--- src/rtl/example.sv ---
// example: registered six-input gate network Y = NAND(NAND(A,B), AND(C,~B,D), NOR(E,F)),
//          with a saturating count of valid results where Y=0.
// Latency: STAGES (1 or 2) clocks from input sample to Y/out_valid; one result per cycle.
// Backpressure: none; every valid sample is accepted and produces exactly one out_valid pulse.
//
// Optional feature macro: EXAMPLE_TERMS_EN (adds the registered terms[2:0] = {t3,t2,t1} output).
//
// Ports:
//   clk          rising-edge clock
//   rst_n        asynchronous active-low reset
//   in_valid     qualifies A..F on this edge
//   A..F         term inputs
//   Y            registered result, idles at 1, changes only with out_valid
//   out_valid    Y holds a new result this cycle
//   y_low_count  saturating count of valid results with Y=0
//   terms        (EXAMPLE_TERMS_EN only) registered {t3,t2,t1}, resets to 3'b101

module example #(
   parameter int STAGES  = 1,
   parameter int COUNT_W = 8
) (
   input  logic               clk,
   input  logic               rst_n,
   input  logic               in_valid,
   input  logic               A,
   input  logic               B,
   input  logic               C,
   input  logic               D,
   input  logic               E,
   input  logic               F,
   output logic               Y,
   output logic               out_valid,
   output logic [COUNT_W-1:0] y_low_count
`ifdef EXAMPLE_TERMS_EN
   ,
   output logic [2:0]         terms
`endif
);

   // Parameter legality is checked at elaboration.
   if (STAGES != 1 && STAGES != 2) begin : g_bad_stages
      $error("example: STAGES must be 1 or 2, got %0d", STAGES);
   end
   if (COUNT_W < 1) begin : g_bad_count_w
      $error("example: COUNT_W must be at least 1, got %0d", COUNT_W);
   end

   localparam logic [COUNT_W-1:0] CNT_MAX = '1;

   // Sample seen by the evaluation stage, packed as {A,B,C,D,E,F}.
   logic       ev_valid;
   logic [5:0] ev_dat;

   if (STAGES == 2) begin : g_stage2
      logic       s1_valid;
      logic [5:0] s1_dat;

      // Data is captured only with in_valid so unqualified (possibly X) inputs never
      // enter the pipeline. The all-zero reset value evaluates to Y=1.
      always_ff @(posedge clk or negedge rst_n) begin
         if (!rst_n) begin
            s1_valid <= 1'b0;
            s1_dat   <= 6'b000000;
         end else begin
            s1_valid <= in_valid;
            if (in_valid) begin
               s1_dat <= {A, B, C, D, E, F};
            end
         end
      end

      assign ev_valid = s1_valid;
      assign ev_dat   = s1_dat;
   end else begin : g_stage1
      assign ev_valid = in_valid;
      assign ev_dat   = {A, B, C, D, E, F};
   end

   // Gate network on the evaluation-stage sample.
   logic t1;
   logic t2;
   logic t3;
   logic y_next;

   always_comb begin
      t1     = ~(ev_dat[5] & ev_dat[4]);
      t2     = ev_dat[3] & ~ev_dat[4] & ev_dat[2];
      t3     = ~(ev_dat[1] | ev_dat[0]);
      y_next = ~(t1 & t2 & t3);
   end

   // Output stage: Y (and terms) only move on a valid result, otherwise they hold.
   always_ff @(posedge clk or negedge rst_n) begin
      if (!rst_n) begin
         Y         <= 1'b1;
         out_valid <= 1'b0;
      end else begin
         out_valid <= ev_valid;
         if (ev_valid) begin
            Y <= y_next;
         end
      end
   end

`ifdef EXAMPLE_TERMS_EN
   always_ff @(posedge clk or negedge rst_n) begin
      if (!rst_n) begin
         terms <= 3'b101;
      end else if (ev_valid) begin
         terms <= {t3, t2, t1};
      end
   end
`endif

   // Saturating count of valid Y=0 results; never wraps.
   always_ff @(posedge clk or negedge rst_n) begin
      if (!rst_n) begin
         y_low_count <= '0;
      end else if (ev_valid && !y_next && (y_low_count != CNT_MAX)) begin
         y_low_count <= y_low_count + COUNT_W'(1);
      end
   end

endmodule

--- config.mk ---
export PLATFORM = sky130hd
export DESIGN_NAME = example
export DESIGN_NICKNAME = d
export VERILOG_FILES = /design/src/rtl/example.sv
export SDC_FILE = /design/constraint.sdc
export NUM_CORES = 1
export LEC_CHECK = 0
export BUFFER_PORTS_ARGS = -buffer_cell sky130_fd_sc_hd__buf_2
export CORE_AREA = 8 8 45 47
export DETAILED_ROUTE_END_ITERATION = 16
export DIE_AREA = 0 0 53 55
export PLACE_DENSITY = 0.68
export RECOVER_POWER = 50
export SETUP_SLACK_MARGIN = 0.15
export SLEW_MARGIN = 20
export SYNTH_ARGS = -nofsm -noshare
export SYNTH_HDL_FRONTEND = slang
export SYNTH_SLANG_ARGS = --single-unit
--- constraint.sdc ---
create_clock -name clk -period 3.5 [get_ports clk]
set_clock_uncertainty 0.05 [all_clocks]
set_input_delay 0.7 -clock clk [delete_from_list [all_inputs] [get_ports clk]]
set_output_delay 0.7 -clock clk [all_outputs]
set_load 0.1 [all_outputs]
Word level (Yosys, flattened, before mapping):

Cells that the tools add are included.

* add/sub/neg operators: 1
* eq/ne operators: 1
* bitwise operators: 10
* reduce and logical (&&, ||, !) cells: 2

Operators by type and width (count)
* $add 8x1->8 const B: 1
* $ne 8x8->1 const B: 1
* $and 1x1->1: 5
* $not 1->1: 4
* $logic_and 1x1->1: 2
* $or 1x1->1: 1

* register bits after elaboration: 10
* bits of input ports: 9
* word-level logic and storage cells: 17

Depth between registers and ports, before layout:

* depth after elaboration: 7
* mapped depth: 5

Worst setup path before layout:

Ideal clock, no wire load.

* path kind: register to register
* start: register y_low_count[0]
* end: register y_low_count[1]
* data arrival time: 1847 ps
* slack: 1478 ps
* stages on the path, launching flop included: 6
* buffers on the path: 0
* path through: dfrtp_1 ha_1 nand3_1 nor2_1 nor2_1 mux2_2

* longest elaborated chain between the ends: 2
* elaborated cells on any way between the ends: 3
* classes of those cells: add/sub: 1; eq/ne: 1; reduce/logical: 1

RTL lines
* start, declared: RTL line 33 `output logic [COUNT_W-1:0] y_low_count`
* start signal, assigned: RTL line 120 `y_low_count <= y_low_count + COUNT_W'(1);`
* parallel branches: the longest is 2 deep, another holds $add 8x1->8

Several ways; the timed one is not identified.
A chain may end at the register's enable or synchronous reset.

Worst setup path after layout:

* start: register Y
* end: output Y

RTL lines
* start, declared: RTL line 31 `output logic Y,`
* start signal, assigned: RTL line 100 `Y <= y_next;`

No word-level cell between the ends.

==> flow_metrics.env <==
export IMPL_placed_cell_area_sq_um=593
export IMPL_relSlewSlack=0.647
export IMPL_critPathKind="reg2out"
export IMPL_yosysWarnings=0
export IMPL_fin_area_sq_um=598
export IMPL_crit_family="flip-flops"
export IMPL_crit_buf_inv=1
export IMPL_syn_nets=54
export IMPL_netlist_instances=44
export IMPL_die_w_um=53
export IMPL_synth_ff_latch_count=10
export IMPL_clock_sinks=10
export IMPL_grt_setup_unrepaired="false"
export IMPL_cts_made_buffers=3
export IMPL_area_delta_synth_final_pct=22.6
export IMPL_setup_violations_final=0
export IMPL_dp_hpwl_um=825
export IMPL_cts_setup_buffers=0
export IMPL_cp_cell_sequence="buf_2"
export IMPL_multiInputGateArea_sq_um=206
export IMPL_fill_cells=141
export IMPL_timing_final_hold_violations=0
export IMPL_synth_edff_count=0
export IMPL_firstDrtPassIters=4
export IMPL_cts_tree="yes"
export IMPL_hp_class="in2async"
export IMPL_grt_usage=0.0871
export IMPL_clk_pin_slew_worst_paths_ps=70
export IMPL_cts_max_level=1
export IMPL_netlist_area_leader_share=0.462
export IMPL_route_detailed_drc=0
export IMPL_synth_ff_type="dfrtp_1"
export IMPL_antenna_found_initial=0
export IMPL_grt_pass1_wl_mm=1.76
export IMPL_critPathCaptureType="output port"
export IMPL_first_global_vias=406
export IMPL_max_freq_ghz=0.509
export IMPL_avgSynthCellArea_sq_um=11.1
export IMPL_critPathRequiredTime_ps=2750
export IMPL_routed_wl_mm=1.06
export IMPL_yosysMostFrequentCell="dfrtp_1"
export IMPL_crit_fanout=2
export IMPL_netlist_area_sq_um=488
export IMPL_start_util=0.353
export IMPL_die_area_sq_um=2920
export IMPL_maxCapViolCount=0
export IMPL_drive_gt1_frac=0.338
export IMPL_io_pin_count=19
export IMPL_start_kind="register"
export IMPL_clock_tree_buffer_depth=2
export IMPL_fin_tns_setup_ps=0
export IMPL_synth_common_cells="dfrtp_1 (9), nor2_1 (5), nor3_1 (5)"
export IMPL_grt_max_degree=11
export IMPL_slew_violations=0
export IMPL_pwr_density_cell_nw_per_um2=563
export IMPL_ys_seq_area_frac=0.515
export IMPL_nets=76
export IMPL_synthDistinctLibCells=18
export IMPL_p_leak_nw=0.295
export IMPL_cts_root_buf="clkbuf_4"
export IMPL_ant_nets=0
export IMPL_clkLatencyLatePin_ps=270
export IMPL_synthArstFlopShare=1.00
export IMPL_tightest_slew_ps=530
export IMPL_gp_congestion=0.688
export IMPL_cts_resized=0
export IMPL_drt_iter0_drc=4
export IMPL_finalCriticalPeriod_ps=1960
export IMPL_viasPerCell=5.04
export IMPL_fin_crit_sh=0.561
export IMPL_wl_per_cell_um=13.1
export IMPL_dr_total_vias=408
export IMPL_cpPeakStageDelay_ps=530
export IMPL_holdBufCountCts=0
export IMPL_die_h_um=55
export IMPL_cp_slowest_cell="dfstp_2"
export IMPL_outcome="completed"
export IMPL_vdd_drop_max_mv=0.333
export IMPL_portBuffers=17
export IMPL_worstPathArrival_ps=1210
export IMPL_synth_top_cell_by_area="dfrtp_1"
export IMPL_num_rows=14
export IMPL_register_area_sq_um=251
export IMPL_coreArea_sq_um=1380
export IMPL_insertedDiodeCount=0
export IMPL_grt_remaining_overflow=0
export IMPL_synthTopCellsByArea="dfrtp_1 (46%), mux2_2 (6.9%), dfstp_2 (5.4%)"
## where the power goes
part           switching (mW)  internal [mW]
clock                  0.0405         0.0441
sequential             0.0109          0.127
combinational          0.0958         0.0190
total                   0.147          0.190
## metrics by stage
stage | total power, mW | utilization | hold WS [ps] | setup WS [ps] | cells
floorplan | 0.234 | - | 354 | 1480 | 44
global placement | 0.256 | 0.429 | 459 | 1490 | 77
detailed placement | 0.258 | 0.429 | 462 | 1480 | 77
CTS | 0.345 | 0.448 | 220 | 1530 | 81
global route | 0.361 | 0.432 | 336 | 1500 | 81
finish | 0.337 | 0.432 | 321 | 1540 | 81
## registers in the layout, indices dropped and copies added, names as in the netlist
signal       count
y_low_count      8
out_valid        1
Y                1
## cells by family after synthesis
family | share of synthesized area
multiplexers | 0.0897
AO/OA/AOI/OAI | 0.0436
buffers and inverters | 0.0231
AND/OR/NAND/NOR | 0.249
flip-flops | 0.515
adder cells (fa/ha/maj) | 0.0256
XOR/XNOR | 0.0539
## path summary, 6_finish.rpt
check | endpoint | slack (ps) | from | depth (start not counted)
setup / recovery | Y | 1540 | Y | 1
hold / removal | y_low_count[4] | 320 | rst_n | 1
setup reg to reg | y_low_count[1] | 1980 | y_low_count[0] | 5
hold reg to reg | y_low_count[0] | 460 | y_low_count[0] | 1
max in group asynchronous | Y | 2710 | rst_n | 1
min in group clk | y_low_count[0] | 460 | y_low_count[0] | 1
## cell type report
type | count | area share
sequential | 10 | 0.421
clock buffer | 4 | 0.0439
multi-input combinational | 31 | 0.345
inverter | 3 | 0.0188
timing repair buffer | 17 | 0.138
tap | 16 | 0.0335
## layer usage
layer	GRT usage	vias to the layer above	wire, um
li1	-	201	-
met1	0.0748	185	388
met2	0.143	17	513
met3	0.0508	5	128
met4	0.0776	0	34
met5	0	-	0
## placed cells by master (no fill, tap or decap), types with 3 or more instances in the layout
master and count:
dfrtp_1 9, nand3_1 4, clkbuf_1 3, clkbuf_4 3, nand2_1 3, xor2_1 3, mux2_2 3, buf_2 15
nor2_1 5, inv_1 3, nor3_1 5
No activity file was read; power rests on OpenSTA's default activity.
